## src/rtl/cmp_share_arb.sv

```systemverilog
// cmp_share_arb: round-robin shared N-bit equality comparator with one-entry registered result buffer
module cmp_share_arb #(
  parameter int N    = 32,
  parameter int NREQ = 2,
  parameter int IDW  = $clog2(NREQ)
) (
  input  logic              Clk,
  input  logic              Rst_n,
  input  logic [NREQ-1:0]   Req_valid,
  output logic [NREQ-1:0]   Req_ready,
  input  logic [NREQ*N-1:0] Vin_a,
  input  logic [NREQ*N-1:0] Vin_b,
  output logic [NREQ-1:0]   Rsp_valid,
  input  logic [NREQ-1:0]   Rsp_ready,
  output logic              Vout,
  output logic [IDW-1:0]    Rsp_id
);
  typedef enum logic {EMPTY, FULL} state_t;
  state_t state, state_nxt;
  logic [IDW-1:0] ptr, gnt_id, lo_id, hi_id;
  logic lo_any, hi_any, can_accept, xfer;
  logic [N-1:0] a_sel, b_sel;
  // Requesters at or after the pointer win; otherwise the lowest valid index wraps around.
  always_comb begin
    lo_any = 1'b0;
    hi_any = 1'b0;
    lo_id = '0;
    hi_id = '0;
    for (int i = NREQ - 1; i >= 0; i--) begin
      if (Req_valid[i]) begin
        lo_any = 1'b1;
        lo_id = IDW'(i);
      end
      if (Req_valid[i] && IDW'(i) >= ptr) begin
        hi_any = 1'b1;
        hi_id = IDW'(i);
      end
    end
    gnt_id = hi_any ? hi_id : lo_id;
    a_sel = '0;
    b_sel = '0;
    for (int i = 0; i < NREQ; i++) begin
      if (gnt_id == IDW'(i)) begin
        a_sel = Vin_a[i*N +: N];
        b_sel = Vin_b[i*N +: N];
      end
    end
    can_accept = Rst_n && (state == EMPTY || Rsp_ready[Rsp_id]);
    xfer = can_accept && lo_any;
    Req_ready = xfer ? (NREQ'(1) << gnt_id) : '0;
    Rsp_valid = (state == FULL) ? (NREQ'(1) << Rsp_id) : '0;
    state_nxt = xfer ? FULL : (state == FULL && Rsp_ready[Rsp_id]) ? EMPTY : state;
  end
  always_ff @(posedge Clk) begin
    if (!Rst_n) begin
      state <= EMPTY;
      Vout <= 1'b0;
      Rsp_id <= '0;
      ptr <= '0;
    end else begin
      state <= state_nxt;
      if (xfer) begin
        Vout <= (a_sel == b_sel);
        Rsp_id <= gnt_id;
        ptr <= (gnt_id == IDW'(NREQ - 1)) ? '0 : gnt_id + 1'b1;
      end
    end
  end
endmodule

```

## config.mk

```make
export PLATFORM = sky130hd
export DESIGN_NAME = cmp_share_arb
export DESIGN_NICKNAME = d
export VERILOG_FILES = /design/src/rtl/cmp_share_arb.sv
export SDC_FILE = /design/constraint.sdc
export NUM_CORES = 1
export LEC_CHECK = 0
export CAP_MARGIN = 10
export CORE_MARGIN = 2
export CORE_UTILIZATION = 21
export DETAILED_ROUTE_END_ITERATION = 6
export PLACE_DENSITY = 0.79
export RECOVER_POWER = 25
export SLEW_MARGIN = 10
export SYNTH_ARGS = -nofsm -noshare
export SYNTH_HDL_FRONTEND = slang
export SYNTH_SLANG_ARGS = --single-unit
```

## constraint.sdc

```tcl
create_clock -name Clk -period 1.2 [get_ports Clk]
set_input_delay 0.18 -clock Clk [delete_from_list [all_inputs] [get_ports Clk]]
set_output_delay 0.18 -clock Clk [all_outputs]
set_load 0.1 [all_outputs]
```

==> results of run 1 <==
-- layout by cell type, fill, tap and decap left out, types with 2 or more instances in the layout --
master / instances
buf_12: 5
buf_4: 10
buf_6: 3
clkbuf_8: 3
clkdlybuf4s50_1: 126
dfxtp_1: 3
dlygate4sd2_1: 5
dlymetal6s2s_1: 2
nand4_1: 12
nor2b_1: 2
nor4_1: 5
o21ai_0: 2
xnor2_1: 44
xor2_1: 20
-- cell type report --
type                       instances  area share
timing repair buffer             152       0.599
multi-input combinational        102       0.325
clock buffer                       4      0.0175
inverter                           1     0.00145
sequential                         4      0.0325
tap                               50      0.0242
-- worst max-delay path, cell delays in order (launching register included) --
cell	delay, ps
dfxtp_4	340
mux2i_1	250
a21o_2	200
and2b_4	210
buf_12	160
-- cell families after synthesis --
kind of cell	share of synthesized area
xor gates and xnor gates	0.627
and+or+nand+nor	0.210
AOI/OAI and AO/OA	0.0574
DFF	0.0896
muxes	0.0112
buffers and inverters	0.00420
-- layer usage --
| metal | GRT usage | vias up | share of wire |
|---|---|---|---|
| li1 | - | 685 | - |
| met1 | 0.137 | 562 | 0.33 |
| met2 | 0.301 | 70 | 0.58 |
| met3 | 0.0392 | 4 | 0.085 |
| met4 | 0.0458 | 0 | 0.012 |
| met5 | 0 | - | 0 |
-- stage by stage --
step	hold slack [ps]	cell area [um^2]	TNS (ps)
after global routing	469	2580	-2270
final	395	2580	-1780
after floorplan	308	906	-2220
after global placement	496	2470	-1880
after detailed placement	496	2470	-1940
after CTS	389	2570	-1270
-- state kept, by name (all words and copies together) (netlist names) --
signal	count
Rsp_id	1
Vout	1
ptr	1
state	1
-- what timing repair did --
| action | in CTS | in global routing |
|---|---|---|
| resized for setup | 10 | 5 |
| endpoints found under the hold margin | 0 | 0 |
| pin swaps | 2 | 4 |
| hold buffers | 0 | 0 |
| setup buffers | 5 | 2 |
| setup endpoints to repair | 7 | 8 |
-- synthesized netlist by cell type, types with 2 or more instances --
master   number  area share
xnor2_1      44        0.43
xor2_1       20        0.20
nand4_1      12       0.084
nor4_1        6       0.042
dfxtp_1       4       0.090
and2b_2       2       0.020
nor2_1        2      0.0084
nor2b_1       2       0.014
o21ai_0       2       0.011
-- report_power, final --
part           switching, mW  internal [mW]  leakage [nW]
registers            0.00494          0.141        0.0336
clock network         0.0747          0.227        0.0228
logic                  0.297          0.604         0.897
total                  0.376          0.972         0.954
-- path summary, 6_finish.rpt --
path | start | endpoint | slack (ps)
worst max-delay path | Rsp_id | Req_ready[0] | -360
worst max register to register | Rsp_id | Vout | -260
worst min-delay path | Req_valid[0] | state | 390
worst min register to register | ptr | ptr | 510
==> summary.md, run 1 <==
| Metric | Value |
|---|---|
| Status | `finished, violations left` |
| Failing checks | `negative setup slack` |
| Number of iterations in the first detailed-routing pass | `4` |
| H-tree levels | `1` |
| Seq/Total Area, Yosys | `0.0896` |
| Die H | `69.2 um` |
| DRC | `0` |
| Least-Margin Pin Slew | `318 ps` |
| GRT overflow | `0` |
| N_diodes | `0` |
| Post-detailed-routing wire length | `3620 um` |
| First-pass GRT wire length | `5820 um` |
| DP Worst Slack | `-447 ps` |
| Startpoint types | `register` |
| Relative slew slack | `0.786` |
| Post-Syn Area | `893 um^2` |
| Final setup vio count | `8` |
| Rows | `23` |
| PD cells | `523 nW/um^2` |
| Syn_nets | `241` |
| Syn_area_per_cell | `8.35 um^2` |
| Buffers on Ports | `139` |
| Initial antenna violation count | `0` |
| Total number of vias | `1321` |
| Non-filler cells in the finished layout | `313` |
| Routed Antenna Nets | `0` |
| Fin nets | `398` |
| Layout cells sized above 1 | `0.125` |
| Synth Flop Type | `dfxtp_1` |
| Hold Fails Final Rpt | `0` |
| Core Util, Final | `0.636` |
| Total GRT Usage | `0.147` |
| IO Pins | `140` |
| Clock Pin Slew Worst Setup and Hold Paths | `30 ps` |
| Number of DRC markers after the initial detailed-route iteration | `11` |
| Vias in the first global route | `1435` |
| Post-route setup slack | `-361 ps` |
| Post-synthesis register bit count | `4` |
| Period utilization | `1.30` |
| Vias per Instance | `4.22` |
| WP data arrival | `1380 ps` |
| Gp weighted congestion | `0.812` |
| Gate Count Post-Synth | `107` |
| RSZ-0062 raised after global routing | `yes` |
| Die X | `69.2 um` |
| Worst endpoint required time | `1020 ps` |
| Initial Util | `0.220` |
| Crit path time final | `1560 ps` |
| Clk Latency, worst-skew pair | `220 ps` |
| Overall power | `1.35 mW` |
| WHS Path Cells | `3` |
| Fraction of registers with async set/reset | `0` |
| Sinks on Clock Net | `4` |
| Pleak | `0.954 nW` |
| Multi-input logic area | `838 um^2` |
| Placed instance count | `303` |
| Peak fanout along the critical path | `4` |
| Reg area | `83.8 um^2` |
| Synth cell types | `22` |
| Core footprint | `4060 um^2` |
| Total CTS buffers | `3` |
| WS Path Type | `register to output port` |
| Path depth of the worst reg2reg path | `6` |
| VDD IR-drop max | `317 uV` |
| Slew Viols, Final | `0` |
| Worst hold path type | `input port to register` |
| Area Growth Syn to Fin | `189%` |
| Peak Freq | `641 MHz` |
| MaxCap Viol Count | `0` |
| Maximum root-to-sink buffer count | `2` |
| CTS tree | `built` |
| Kind of end point of the critical path | `output port` |
| Largest net degree at the start of global routing | `5` |
| Dpl hpwl | `3380 um` |
| Post-DR wirelength/cell | `11.6 um` |
| Clock Skews | `1.07 ps` |
| Root buf cell | `clkbuf_8` |
| Layout fillers | `344` |
| Yosys Warn Count | `0` |
| DIE AREA | `4790 um^2` |
| Post-synth EDFFs | `0` |
(Power assumes the default switching activity.)
==> inputs of run 2 (changes only) <==
--- a/config.mk
+++ b/config.mk
@@ -5,13 +5,14 @@
 export SDC_FILE = /design/constraint.sdc
 export NUM_CORES = 1
 export LEC_CHECK = 0
+export ABC_CLOCK_PERIOD_IN_PS = 1200
 export CAP_MARGIN = 10
 export CORE_MARGIN = 2
 export CORE_UTILIZATION = 21
 export DETAILED_ROUTE_END_ITERATION = 6
 export PLACE_DENSITY = 0.79
 export RECOVER_POWER = 25
-export SLEW_MARGIN = 10
+export SLEW_MARGIN = 20
 export SYNTH_ARGS = -nofsm -noshare
 export SYNTH_HDL_FRONTEND = slang
 export SYNTH_SLANG_ARGS = --single-unit
==> results of run 2 <==
No change in the layout: final DEF, timing and power equal those of run 1.
==> inputs of run 3 (changes only) <==
--- a/config.mk
+++ b/config.mk
@@ -10,7 +10,7 @@
 export CORE_MARGIN = 2
 export CORE_UTILIZATION = 21
 export DETAILED_ROUTE_END_ITERATION = 6
-export PLACE_DENSITY = 0.79
+export PLACE_DENSITY = 0.76
 export RECOVER_POWER = 25
 export SLEW_MARGIN = 20
 export SYNTH_ARGS = -nofsm -noshare
==> run 3 against run 2 <==
Against the previous run:
- the flow still finishes with violations (negative setup slack)
- sequential share of layout area increased by 0.063 points
- count of clock-buffer cells in the layout unchanged
- register-to-register slack improved by 50 ps
- global-route usage grew 0.25 points
- design area is 1.9% lower
- wire length down 2.7%
- combinational power down 4.0%
- non-clock buffer count down 5
- critical path depth did not move
- die area unchanged
- worst setup slack better by 31 ps
- critical path type unchanged
- largest power group unchanged
==> summary.md, run 3 (same netlist as run 1, synthesis figures left out) <==
| Metric | Value |
|---|---|
| Status | `finished, violations left` |
| Failing checks | `negative setup slack` |
| Switch share | `0.277` |
| Pint | `951 uW` |
| Vias per Instance | `4.20` |
| Clock Skews | `6.90 ps` |
| Worst endpoint required time | `1020 ps` |
| Startpoint types | `register` |
| Kind of end point of the critical path | `output port` |
| Layout cells sized above 1 | `0.105` |
| Initial Util | `0.220` |
| Reg2Reg Setup Slack | `-210 ps` |
| Total number of vias | `1294` |
| PD cells | `520 nW/um^2` |
| Layout fillers | `350` |
| WP data arrival | `1350 ps` |
| Vias in the first global route | `1382` |
| Pleak | `0.968 nW` |
| Crit-path max cell delay | `330 ps` |
| H-tree levels | `1` |
| Crit path time final | `1530 ps` |
| Die X | `69.2 um` |
| Clock Pin Slew Worst Setup and Hold Paths | `40 ps` |
| Number of DRC markers after the initial detailed-route iteration | `16` |
| DP Worst Slack | `-496 ps` |
| First-pass GRT wire length | `5780 um` |
| Root buf cell | `clkbuf_8` |
| DIE AREA | `4790 um^2` |
| Most frequent cells in the layout | `clkdlybuf4s50_1, xnor2_1, xor2_1` |
| Core footprint | `4060 um^2` |
| Sinks on Clock Net | `4` |
| CTS tree | `built` |
| CTS Hold Bufs | `0` |
| IO Pins | `140` |
| Die H | `69.2 um` |
| Slew Viols, Final | `0` |
| Flop pwr share | `0.111` |
| Overall power | `1.32 mW` |
| Reg area | `83.8 um^2` |
| DRC | `0` |
| Peak fanout along the critical path | `3` |
| Multi-input logic area | `826 um^2` |
| Worst hold path type | `input port to register` |
| Post-detailed-routing wire length | `3520 um` |
| Least-Margin Pin Slew | `295 ps` |
| Area post-placement | `2470 um^2` |
| TNS Setup | `-1120 ps` |
| Clock power share | `0.232` |
| Slowest CP cell | `dfxtp_4` |
| VDD IR-drop max | `255 uV` |
| GRT overflow | `0` |
| Total GRT Usage | `0.149` |
| Hold Fails Final Rpt | `0` |
| Maximum root-to-sink buffer count | `2` |
| Most common cell after layout, fill and taps aside | `clkdlybuf4s50_1` |
| Largest net degree at the start of global routing | `5` |
| RSZ-0062 raised after global routing | `yes` |
| Core Util, Final | `0.624` |
| N_diodes | `0` |
| Post-DR wirelength/cell | `11.4 um` |
| Dpl hpwl | `3360 um` |
| MaxCap Viol Count | `0` |
| WS Path Type | `register to output port` |
| Final setup vio count | `7` |
| Clk Latency, worst-skew pair | `220 ps` |
| Buffers on Ports | `139` |
| Number of iterations in the first detailed-routing pass | `2` |
| Rows | `23` |
| NetSw | `365 uW` |
| Gp weighted congestion | `0.781` |
| Peak Freq | `654 MHz` |
| Logic gate share of total power | `0.657` |
| Initial antenna violation count | `0` |
| Final instance area | `2530 um^2` |
| Total CTS buffers | `3` |
| Relative slew slack | `0.801` |
| Area Growth Syn to Fin | `183%` |
| Post-route setup slack | `-329 ps` |
| Crit path cell chain | `mux2i_1, a21o_2, and2b_4, buf_12` |
| Fin nets | `393` |
| Period utilization | `1.27` |
| Routed Antenna Nets | `0` |
## run 3: cell types whose count changed in the layout (fill, tap and decap cells not counted), sizes merged
cell,previous run,this run
dlymetal6s2s,2,7
clkdlybuf4s50,126,121
buf,18,13
## run 3: final cells by class
class	count	area share
timing repair buffer	147	0.597
sequential	4	0.0331
inverter	1	0.00148
multi-input combinational	102	0.326
clock buffer	4	0.0178
tap	50	0.0247
## run 3: per-layer routing
layer  global-route usage  wire length, um  up-vias
met3               0.0451              265        5
met2                0.280             1930       72
met5                    0                0        -
li1                     -                -      677
met1                0.156             1280      540
met4               0.0523               48        0
## run 3: what timing repair did
item,in CTS,in global routing
resized for setup,8,7
setup endpoints to repair,7,7
setup buffers,1,0
pin swaps,1,5
## run 3: critical path: cells and delay by family (launching register included)
family | cells | cell delay [ps]
compound gates | 1 | 210
buf+inv | 1 | 170
flops | 1 | 330
mux | 1 | 130
simple gates | 1 | 270
## run 3: path summary, 6_finish.rpt
check,startpoint,endpoint,depth (start not counted)
worst min-delay path,Req_valid[0],state,3
worst max register to register,Rsp_id,Vout,6
worst min register to register,ptr,ptr,2
worst max-delay path,Rsp_id,Req_ready[0],4
## run 3: per-stage QoR
step           hold WS (ps)  cells
6_report                407    308
5_1_grt                 430    308
4_1_cts                 411    308
3_5_place_dp            498    303
3_3_place_gp            496    303
2_1_floorplan           308    107
## run 3: power by group through the flow
stage | Clock, mW | Combinational (mW) | Sequential (mW)
6_report | 0.305 | 0.865 | 0.146
2_1_floorplan | 0 | 0.287 | 0.166
5_1_grt | 0.336 | 0.927 | 0.146
3_5_place_dp | 0 | 0.873 | 0.147
3_3_place_gp | 0 | 0.867 | 0.147
4_1_cts | 0.314 | 0.876 | 0.146
